$ cat src/rtl/ahb_cmd_master.sv
// ahb_cmd_master: buffers read/write commands in a small FIFO and runs them one at a
// time as single AHB transfers with a pulse-select handshake and a response timeout.
module ahb_cmd_master #(
    parameter int FIFO_DEPTH = 4,
    parameter int TIMEOUT    = 16
) (
    input  logic        hclk,
    input  logic        hresetn,
    input  logic        cmd_valid,
    output logic        cmd_ready,
    input  logic        cmd_write,
    input  logic [31:0] cmd_addr,
    input  logic [31:0] cmd_wdata,
    output logic        rsp_valid,
    output logic [31:0] rsp_rdata,
    output logic        rsp_err,
    output logic        busy,
    output logic        hsel,
    output logic [31:0] haddr,
    output logic        hwrite,
    output logic        hready,
    output logic [31:0] hwdata,
    input  logic        hreadyout,
    input  logic [31:0] hrdata
);
    localparam int PW = $clog2(FIFO_DEPTH);
    localparam int CW = $clog2(TIMEOUT);
    localparam logic [1:0] IDLE = 2'd0, ADDR = 2'd1, WAIT = 2'd2, RESP = 2'd3;

    logic [64:0]   mem_q [FIFO_DEPTH];
    logic [PW:0]   wr_ptr_q, wr_ptr_d, rd_ptr_q, rd_ptr_d;
    logic [1:0]    state_q, state_d;
    logic [CW-1:0] cnt_q, cnt_d;
    logic          hsel_q, hsel_d, hready_q, hready_d, hwrite_q, hwrite_d;
    logic [31:0]   haddr_q, haddr_d, hwdata_q, hwdata_d;
    logic          rsp_valid_q, rsp_valid_d, rsp_err_q, rsp_err_d;
    logic [31:0]   rsp_rdata_q, rsp_rdata_d;
    logic [64:0]   head;
    logic          full, empty, push, pop, timed_out;

    assign head      = mem_q[rd_ptr_q[PW-1:0]];
    assign empty     = wr_ptr_q == rd_ptr_q;
    assign full      = (wr_ptr_q[PW] != rd_ptr_q[PW]) && (wr_ptr_q[PW-1:0] == rd_ptr_q[PW-1:0]);
    // gated by hresetn so the requester sees not-ready for the whole reset window
    assign cmd_ready = hresetn && !full;
    assign push      = cmd_valid && cmd_ready;
    assign pop       = !empty && (state_q == IDLE || state_q == RESP);
    assign busy      = state_q != IDLE || !empty;
    assign timed_out = cnt_q == CW'(TIMEOUT - 1);

    assign hsel      = hsel_q;
    assign haddr     = haddr_q;
    assign hwrite    = hwrite_q;
    assign hready    = hready_q;
    assign hwdata    = hwdata_q;
    assign rsp_valid = rsp_valid_q;
    assign rsp_rdata = rsp_rdata_q;
    assign rsp_err   = rsp_err_q;

    always_comb begin
        wr_ptr_d    = wr_ptr_q + (PW+1)'(push);
        rd_ptr_d    = rd_ptr_q + (PW+1)'(pop);
        state_d     = state_q;
        cnt_d       = cnt_q;
        hsel_d      = 1'b0;
        hready_d    = 1'b0;
        haddr_d     = pop ? head[63:32] : haddr_q;
        hwrite_d    = pop ? head[64]    : hwrite_q;
        hwdata_d    = pop ? head[31:0]  : hwdata_q;
        rsp_valid_d = 1'b0;
        rsp_err_d   = 1'b0;
        rsp_rdata_d = '0;
        case (state_q)
            IDLE, RESP: begin
                state_d  = pop ? ADDR : IDLE;
                hsel_d   = pop;
                hready_d = pop;
            end
            ADDR: begin
                state_d  = WAIT;
                cnt_d    = '0;
                hready_d = 1'b1;
            end
            default: begin
                if (hreadyout || timed_out) begin
                    state_d     = RESP;
                    rsp_valid_d = 1'b1;
                    rsp_err_d   = !hreadyout;
                    rsp_rdata_d = (hreadyout && !hwrite_q) ? hrdata : '0;
                end else begin
                    cnt_d    = cnt_q + CW'(1);
                    hready_d = 1'b1;
                end
            end
        endcase
    end

    always_ff @(posedge hclk or negedge hresetn) begin
        if (!hresetn) begin
            wr_ptr_q    <= '0;
            rd_ptr_q    <= '0;
            state_q     <= IDLE;
            cnt_q       <= '0;
            hsel_q      <= 1'b0;
            hready_q    <= 1'b0;
            haddr_q     <= '0;
            hwrite_q    <= 1'b0;
            hwdata_q    <= '0;
            rsp_valid_q <= 1'b0;
            rsp_err_q   <= 1'b0;
            rsp_rdata_q <= '0;
        end else begin
            wr_ptr_q    <= wr_ptr_d;
            rd_ptr_q    <= rd_ptr_d;
            state_q     <= state_d;
            cnt_q       <= cnt_d;
            hsel_q      <= hsel_d;
            hready_q    <= hready_d;
            haddr_q     <= haddr_d;
            hwrite_q    <= hwrite_d;
            hwdata_q    <= hwdata_d;
            rsp_valid_q <= rsp_valid_d;
            rsp_err_q   <= rsp_err_d;
            rsp_rdata_q <= rsp_rdata_d;
        end
    end

    always_ff @(posedge hclk) begin
        if (push) mem_q[wr_ptr_q[PW-1:0]] <= {cmd_write, cmd_addr, cmd_wdata};
    end
endmodule

$ cat config.mk
export PLATFORM = sky130hd
export DESIGN_NAME = ahb_cmd_master
export DESIGN_NICKNAME = d
export VERILOG_FILES = /design/src/rtl/ahb_cmd_master.sv
export SDC_FILE = /design/constraint.sdc
export NUM_CORES = 1
export LEC_CHECK = 0
export BUFFER_PORTS_ARGS = -buffer_cell sky130_fd_sc_hd__buf_2
export CORE_ASPECT_RATIO = 0.6
export CORE_MARGIN = 4
export CORE_UTILIZATION = 45
export CTS_BUF_LIST = sky130_fd_sc_hd__clkbuf_8
export CTS_CLUSTER_SIZE = 30
export DETAILED_ROUTE_END_ITERATION = 10
export PLACE_DENSITY = 0.68
export SYNTH_ARGS = -nofsm -noshare
export SYNTH_HDL_FRONTEND = slang
export SYNTH_SLANG_ARGS = --single-unit
$ cat constraint.sdc
create_clock -name hclk -period 19.6 [get_ports hclk]
set_clock_uncertainty 0.05 [all_clocks]
set_input_delay 3.92 -clock hclk [delete_from_list [all_inputs] [get_ports hclk]]
set_output_delay 3.92 -clock hclk [all_outputs]
set_load 0.02 [all_outputs]
==> flow_summary.json, run 1 <==
{
  "status": "complete, no violations",
  "grt_pass1_wl_um": 41000,
  "nets": 967,
  "cp_slowest_cell": "buf_4",
  "start_util_pct": 45.6,
  "dp_hpwl_um": 16000,
  "tritoncts": "yes",
  "synth_edf_count": 260,
  "dieArea_sq_um": 33200,
  "drv_cap": 0,
  "drive_gt1_share_pct": 47.2,
  "cp-end-kind": "output pin",
  "clk_path_buf_depth": 3,
  "cts_resized": 0,
  "drc": 0,
  "syn_to_final_growth_pct": 19.1,
  "cts_root_buf": "clkbuf_8",
  "cpPeakStageDelay_ns": 0.33,
  "die_w_um": 233,
  "io_pins": 204,
  "numCtsBuffers": 54,
  "numClockSinks": 373,
  "irDropWorstVdd_mv": 0.0841,
  "ys.flop_type": "edfxtp_1",
  "vias": 6586,
  "min_period_ns": 8.70,
  "grt-ovfl-total": 0,
  "rrSetupSlack_ns": 15.77,
  "grt_pass1_vias": 6941,
  "cp.required_ns": 15.63,
  "final-setup-viol-count": 0,
  "whs_path_depth": 1,
  "tns_ns": 0,
  "cts_hold_repair.buffers": 0,
  "start_kind": "input pin",
  "first_pass_iters": 5,
  "syn_nets": 726,
  "post_cts_buffers": 0,
  "critPathMaxFanout": 28,
  "critical_path_depth": 4,
  "rsz0062_at_grt": "no",
  "maxSlewHeadroom_pct": 29.2,
  "portBuffers": 203,
  "finalCritPeriodShare_pct": 44.4,
  "ant_nets": 0,
  "regToRegStartpoint": "rd_ptr_q[1]",
  "clk_pin_slew_ns": 0.06,
  "reg2reg_depth": 6,
  "critical-path-top-delay-family": "buffers and inverters",
  "drtIter0Drc": 441,
  "insertion_delay_ns": 0.58,
  "worst_pin_slew_ns": 1.06,
  "synth_cell_types": 34,
  "antenna_found_initial": 1,
  "power-per-cell-area_nw_per_um2": 158,
  "r2r_end": "rd_ptr_q[2]",
  "critical_path_buf_inv_count": 3,
  "async_flop_share_pct": 30.3,
  "yosysWarnings": 0,
  "drt_wl_total_um": 26900,
  "final_core_util_pct": 54.3,
  "hold_violations": 0,
  "die_h_um": 143,
  "viasPerCell": 5.02,
  "grt_max_degree": 68,
  "postSynthCellCount": 617,
  "cts_max_level": 2,
  "route.detailed.wl_per_inst_um": 20.5,
  "gp_congestion": 0.734,
  "fmax_mhz": 115,
  "min_from": "hwdata[26]",
  "groute.usage.overall_pct": 16.2,
  "syn_avg_cell_area_sq_um": 22.1,
  "synth_area_sq_um": 13600,
  "yosysSeqAreaShare_pct": 78.1,
  "hold_class": "reg2reg",
  "hold_end": "hwdata[26]",
  "worstPathCellList": "buf_4 -> inv_1 -> a31oi_1 -> buf_2",
  "coreArea_sq_um": 29900,
  "path_class": "in2out",
  "ys_ff_latch": 373,
  "leakage_nw": 6.31,
  "arrival_ns": 4.73,
  "finalMaxSlewViolations": 0,
  "rows": 49
}
-- cell usage in the layout (no fill, tap or decap), drive strengths merged, types with 2 or more instances in the layout --
cell type,synthesis,layout
xnor2,3,3
a31o,4,4
o31a,2,2
a21oi,4,4
mux2,65,65
inv,8,32
clkinv,0,10
clkbuf,10,61
edfxtp,260,260
nand2,4,4
nand3,3,3
dfrtp,113,113
mux4,65,65
buf,16,211
ha,8,8
and3b,2,2
a31oi,4,4
bufinv,0,4
clkinvlp,0,2
xor2,3,3
and2,32,32
-- where the power goes --
group	switching, mW	total (mW)	internal (mW)
logic	0.399	0.810	0.411
registers	0.116	1.13	1.02
clock network	0.286	0.624	0.338
-- stage by stage --
stage	power (mW)	worst slack [ns]	std cells	cell area, sq um	hold slack, ns
after CTS	2.62	10.88	1311	16200	0.456
after floorplan	1.74	9.98	617	13600	0.448
after global placement	1.97	10.88	1210	15100	0.440
final	2.57	10.90	1312	16200	0.451
after detailed placement	1.98	10.88	1210	15100	0.441
after global routing	2.72	10.81	1312	16200	0.474
-- registers in the layout (all words and copies together) (netlist names), 2 cells and up --
name,cells
rsp_rdata,32
mem_q,260
hwdata,32
state_q,2
rd_ptr_q,3
wr_ptr_q,3
cnt_q,4
haddr,32
-- cells by family (layout without fill, tap and decap cells) --
| family | Yosys count | in the layout | share of synthesized area, % |
|---|---|---|---|
| DFF | 373 | 373 | 78.1 |
| muxes | 130 | 130 | 16.4 |
| and+or+nand+nor | 49 | 49 | 2.22 |
| buffers and inverters | 34 | 320 | 1.20 |
| AOI/OAI and AO/OA | 17 | 17 | 0.965 |
| adders and majority gates | 8 | 8 | 0.735 |
| xor gates and xnor gates | 6 | 6 | 0.386 |
| other | 0 | 1 | 0 |
-- worst max path at each step --
stage / to / start
finish: cmd_ready / hresetn
global route: cmd_ready / hresetn
CTS: cmd_ready / hresetn
detailed placement: cmd_ready / hresetn
global placement: cmd_ready / hresetn
floorplan: mem_q[0][0] / cmd_valid
-- layer usage --
layer	up-vias	share of wire, %	global-route usage [%]
met5	-	0	0
met4	0	1.7	5.00
met3	44	5.6	3.97
met2	175	46	23.9
met1	3430	47	24.3
li1	2937	-	-
-- cells in the mapped netlist, drive strengths merged (2+ instances only) --
master / number / area share, %
clkbuf: 10 / 0.28
a31o: 4 / 0.26
mux2: 65 / 5.6
mux4: 65 / 11
o31a: 2 / 0.13
nand3: 3 / 0.11
xor2: 3 / 0.19
edfxtp: 260 / 57
inv: 8 / 0.22
nand2: 4 / 0.11
a21oi: 4 / 0.15
and3b: 2 / 0.13
ha: 8 / 0.73
xnor2: 3 / 0.19
buf: 16 / 0.71
and2: 32 / 1.5
a31oi: 4 / 0.23
dfrtp: 113 / 21
-- area by class of cell --
class,count,area [sq um]
Fill cell,2364,13600
Sequential cell,373,10600
Multi-Input combinational cell,210,2850
Timing Repair Buffer,211,1080
Clock buffer,61,840
Tap cell,408,510
Clock inverter,40,272
Inverter,8,30.0
Antenna cell,1,2.50
(Power assumes the default switching activity.)
==> run 2: changes to the inputs <==
- clock period: 19.6 -> 8.29 ns (I/O delays scaled with it)
==> run 2 against run 1 <==
  * Via count down 1.8%
  * Combinational power increased by 140%
  * Sequential share of layout area up 0.35 points
  * Global-route usage decreased by 0.34 points
  * Hold slack got worse by 0.00056 ns
  * Count of clock-buffer cells in the layout fell by 2
  * Cell area fell by 0.53%
  * Largest cell class unchanged
==> flow_summary.json, run 2 (synthesis gave the netlist of run 1 again) <==
{
  "critical-path-top-delay-family": "buffers and inverters",
  "grt_pass1_vias": 6941,
  "grt.busiest_layer": "met1",
  "cp.required_ns": 6.58,
  "start_util_pct": 45.6,
  "cts_root_buf": "clkbuf_8",
  "p_int_mw": 4.10,
  "post_cts_buffers": 0,
  "finalCritPeriodShare_pct": 50.8,
  "fmax_mhz": 237,
  "cts_hold_repair.buffers": 0,
  "reg2reg_depth": 6,
  "worstPathCellList": "buf_4 -> inv_1 -> a31oi_1 -> buf_2",
  "drc": 0,
  "numClockSinks": 373,
  "first_pass_iters": 5,
  "antenna_found_initial": 1,
  "use_met2_pct": 23.5,
  "io_pins": 204,
  "nets": 965,
  "min_period_ns": 4.21,
  "p_switching_mw": 1.87,
  "grt_util_met1_pct": 23.9,
  "seqPwrFrac_pct": 44.5,
  "dieArea_sq_um": 33200,
  "grt_pass1_wl_um": 40400,
  "ff_latch_area_sq_um": 10600,
  "placed_cells": 1209,
  "syn_to_final_growth_pct": 18.5,
  "final_cell_mix": "260 x edfxtp_1, 202 x buf_2, 111 x dfrtp_1, 65 x mux4_2, 59 x clkbuf_8",
  "die_w_um": 233,
  "min_from": "hwdata[25]",
  "grt_max_degree": 76,
  "maxSlewHeadroom_pct": 31.6,
  "cp_slowest_cell": "buf_4",
  "tritoncts": "yes",
  "fillCellCount": 2357,
  "numCtsBuffers": 53,
  "clk_pin_slew_ns": 0.06,
  "insertion_delay_ns": 0.57,
  "tns_ns": 0,
  "critical_path_buf_inv_count": 3,
  "cpPeakStageDelay_ns": 0.41,
  "drive_gt1_share_pct": 46.7,
  "hold_violations": 0,
  "grt.met3_usage_pct": 4.55,
  "rows": 49,
  "largest_reg_flops": 260,
  "clk_path_buf_depth": 3,
  "regToRegStartpoint": "rd_ptr_q[1]",
  "critPathMaxFanout": 41,
  "finalMaxSlewViolations": 0,
  "drtIter0Drc": 481,
  "rsz0062_at_grt": "no",
  "cp-end-kind": "output pin",
  "hold_end": "hwdata[25]",
  "final-setup-viol-count": 0,
  "r2r_end": "rd_ptr_q[2]",
  "multiInputGateArea_sq_um": 2850,
  "rrSetupSlack_ns": 4.53,
  "cts_max_level": 2,
  "route.detailed.wl_per_inst_um": 20.0,
  "portBuffers": 203,
  "comb_power_share_pct": 32.4,
  "antenna_cells": 0,
  "whs_path_depth": 1,
  "coreArea_sq_um": 29900,
  "viasPerCell": 4.94,
  "hold_class": "reg2reg",
  "stdcell_count": 1309,
  "start_kind": "input pin",
  "groute.usage.overall_pct": 15.9,
  "irDropWorstVdd_mv": 0.218,
  "p_sw_share_pct": 31.3,
  "drt_wl_total_um": 26200,
  "p_clk_share_pct": 23.1,
  "path_class": "in2out",
  "drv_cap": 0,
  "ant_nets": 0,
  "gp_congestion": 0.786,
  "grt-ovfl-total": 0,
  "vias": 6470,
  "leakage_nw": 6.25,
  "worst_pin_slew_ns": 1.03,
  "final_common_cell": "edfxtp_1",
  "power-per-cell-area_nw_per_um2": 370,
  "cts_resized": 0,
  "dp_hpwl_um": 15900,
  "die_h_um": 143,
  "arrival_ns": 2.51,
  "status": "complete, no violations"
}
## run 2: cell count changes in the layout (fill, tap and decap cells not counted), sizes merged
cell    previous run  this run
bufinv             4         2
clkbuf            61        59
inv               32        27
diode              1         0
clkinv            10        18
buf              211       210
## run 2: per-layer routing
layer  up-vias  share of wire (%)  wire length (um)
met5         -              0.069                18
met4         2                1.2               323
met3        33                6.4              1670
met2       187                 45             11800
met1      3310                 47             12300
li1       2938                  -                 -
## run 2: layout make-up
cell class,count,share of cell area [%]
clock buffer,59,5.03
clock inverter,41,1.38
inverter,8,0.186
multi-input combinational,210,17.6
sequential,373,66.0
tap,408,3.16
timing repair buffer,210,6.64
## run 2: worst max-delay path by stage
| stage | startpoint | cells past startpoint | endpoint | slack [ns] |
|---|---|---|---|---|
| 3_3_place_gp | hresetn | 4 | cmd_ready | 4.00 |
| 4_1_cts | rd_ptr_q[1] | 3 | cmd_ready | 4.01 |
| 6_report | hresetn | 4 | cmd_ready | 4.08 |
| 5_1_grt | hresetn | 4 | cmd_ready | 3.90 |
| 2_1_floorplan | cmd_valid | 3 | mem_q[0][0] | 0.93 |
| 3_5_place_dp | hresetn | 5 | mem_q[1][59] | 3.98 |
## run 2: through the flow
step	worst slack (ns)	hold WS [ns]	area [sq um]	power [mW]	util, %
final	4.08	0.451	16100	5.97	54.0
after floorplan	0.933	0.448	13600	4.12	-
after detailed placement	3.98	0.440	15100	4.67	50.6
after global placement	4.00	0.436	15100	4.64	50.6
after CTS	4.01	0.454	16100	6.07	54.0
after global routing	3.90	0.464	16100	6.33	54.0
## run 2: power by group through the flow
stage                     Clock, mW  Sequential (mW)  Combinational, mW
after floorplan                   0             2.81               1.32
final                          1.38             2.65               1.93
after detailed placement          0             2.70               1.97
after global placement            0             2.69               1.94
after CTS                      1.43             2.66               1.98
after global routing           1.53             2.70               2.10
==> run 3: changes to the inputs <==
- PLACE_DENSITY: 0.68 -> 0.71
- clock period: 8.29 -> 3.6 ns (I/O delays scaled with it)
==> run 3 against run 2 <==
  * Sequential power rose by 130%
  * Die area did not move
  * Critical path depth fell by 1
  * Setup slack got worse by 3.2 ns
  * Hold slack got worse by 0.27 ns
  * Sequential share of layout area fell by 0.87 points
  * Core utilization rose by 0.72 points
  * Wire length rose by 4.0%
  * Cell area rose by 1.3%
  * Highest routed layer unchanged
  * Flip-flop and latch count did not move
==> flow_summary.json, run 3 (synthesis gave the netlist of run 1 again) <==
{
  "maxSlewHeadroom_pct": 32.9,
  "final_cell_mix": "260 x edfxtp_1, 202 x buf_2, 111 x dfrtp_1, 68 x clkbuf_8, 65 x mux4_2",
  "final_common_cell": "edfxtp_1",
  "clk_pin_slew_ns": 0.07,
  "whs_ns": 0.177,
  "rrSetupSlack_ns": 1.03,
  "power-per-cell-area_nw_per_um2": 865,
  "critPathMaxFanout": 10,
  "start_util_pct": 45.6,
  "path_class": "reg2out",
  "drtIter0Drc": 444,
  "syn_to_final_growth_pct": 20.1,
  "cts_resized": 0,
  "drc": 0,
  "place_area_sq_um": 15200,
  "fin_area_sq_um": 16400,
  "insertion_delay_ns": 0.59,
  "rsz0062_at_grt": "no",
  "dieArea_sq_um": 33200,
  "irDropWorstVdd_mv": 0.408,
  "grt-ovfl-total": 0,
  "leakage_nw": 6.35,
  "vias": 6615,
  "drive_gt1_share_pct": 48.0,
  "tritoncts": "yes",
  "ant_nets": 0,
  "numClockSinks": 373,
  "final-setup-viol-count": 0,
  "fillCellCount": 2336,
  "grt_pass1_wl_um": 41200,
  "portBuffers": 203,
  "numCtsBuffers": 52,
  "final_core_util_pct": 54.8,
  "start_kind": "register",
  "nets": 971,
  "grt_max_degree": 76,
  "r2r_end": "mem_q[3][60]",
  "first_pass_iters": 4,
  "tns_ns": 0,
  "coreArea_sq_um": 29900,
  "die_h_um": 143,
  "finalCritPeriodShare_pct": 76.7,
  "cts_hold_repair.buffers": 0,
  "die_w_um": 233,
  "crit_start": "rd_ptr_q[0]",
  "antenna_found_initial": 2,
  "viasPerCell": 5.03,
  "worst_pin_slew_ns": 1.01,
  "multiInputGateArea_sq_um": 2850,
  "hold_class": "in2async",
  "cp-end-kind": "output pin",
  "dp_hpwl_um": 17000,
  "grt_pass1_vias": 6969,
  "min_period_ns": 2.76,
  "status": "complete, no violations",
  "finalMaxSlewViolations": 0,
  "hold_violations": 0,
  "drt_wl_total_um": 27200,
  "groute.usage.overall_pct": 16.3,
  "cts_root_buf": "clkbuf_8",
  "reg2reg_depth": 4,
  "drv_cap": 0,
  "arrival_ns": 1.99,
  "io_pins": 204,
  "largest_reg_flops": 260,
  "post_cts_buffers": 0,
  "fmax_mhz": 362,
  "gp_congestion": 0.730,
  "regToRegStartpoint": "rd_ptr_q[0]",
  "clk_path_buf_depth": 3,
  "cp.required_ns": 2.83,
  "rows": 49,
  "ff_latch_area_sq_um": 10600,
  "route.detailed.wl_per_inst_um": 20.7,
  "cts_max_level": 2
}
-- run 3: changes by cell type in the layout (fill, tap and decap cells not counted) --
cell / change
buf_12: +4
buf_4: +3
bufinv_16: +1
clkbuf_8: +9
clkinv_1: -8
clkinv_2: -2
clkinvlp_4: -2
diode_2: +1
inv_1: -1
inv_6: +1
nor3b_2: -1
nor3b_4: +1
-- run 3: where the power goes --
part	internal, mW	switching (mW)	total, mW	leakage (nW)
logic	2.30	2.41	4.71	1.94
registers	5.54	0.426	5.97	3.76
clock network	1.91	1.55	3.46	0.656
-- run 3: layout make-up --
cell class,instances,area share [%]
tap,408,3.12
inverter,8,0.184
multi-input combinational,210,17.4
clock buffer,68,5.72
clock inverter,30,1.24
antenna,1,0.0153
timing repair buffer,217,7.18
sequential,373,65.1
-- run 3: stage by stage --
stage	setup slack (ns)	instances	power (mW)
finish	0.840	1315	14.1
floorplan	0.372	617	9.49
global route	0.707	1314	14.9
detailed placement	0.978	1216	10.9
CTS	0.759	1314	14.4
global placement	0.942	1216	10.8
-- run 3: layer usage --
metal / track usage [%] / part of all wire, % / wire (um)
met3: 3.95 / 6.6 / 1790
met4: 4.15 / 1.7 / 471
met5: 0 / 0.092 / 25
met1: 24.2 / 46 / 12400
met2: 24.8 / 46 / 12500
-- run 3: how the worst max path moves through the flow --
stage                        to  slack, ns  cells after the start
floorplan           mem_q[0][0]       0.37                      3
global placement      cmd_ready       0.94                      5
global route               busy       0.71                      3
detailed placement    cmd_ready       0.98                      5
CTS                        busy       0.76                      3
finish                     busy       0.84                      3
-- run 3: worst max-delay path, stage by stage (launching register included) --
cell and delay [ns]:
dfrtp_4 0.58, xnor2_1 0.44, nand4_1 0.19, buf_2 0.20
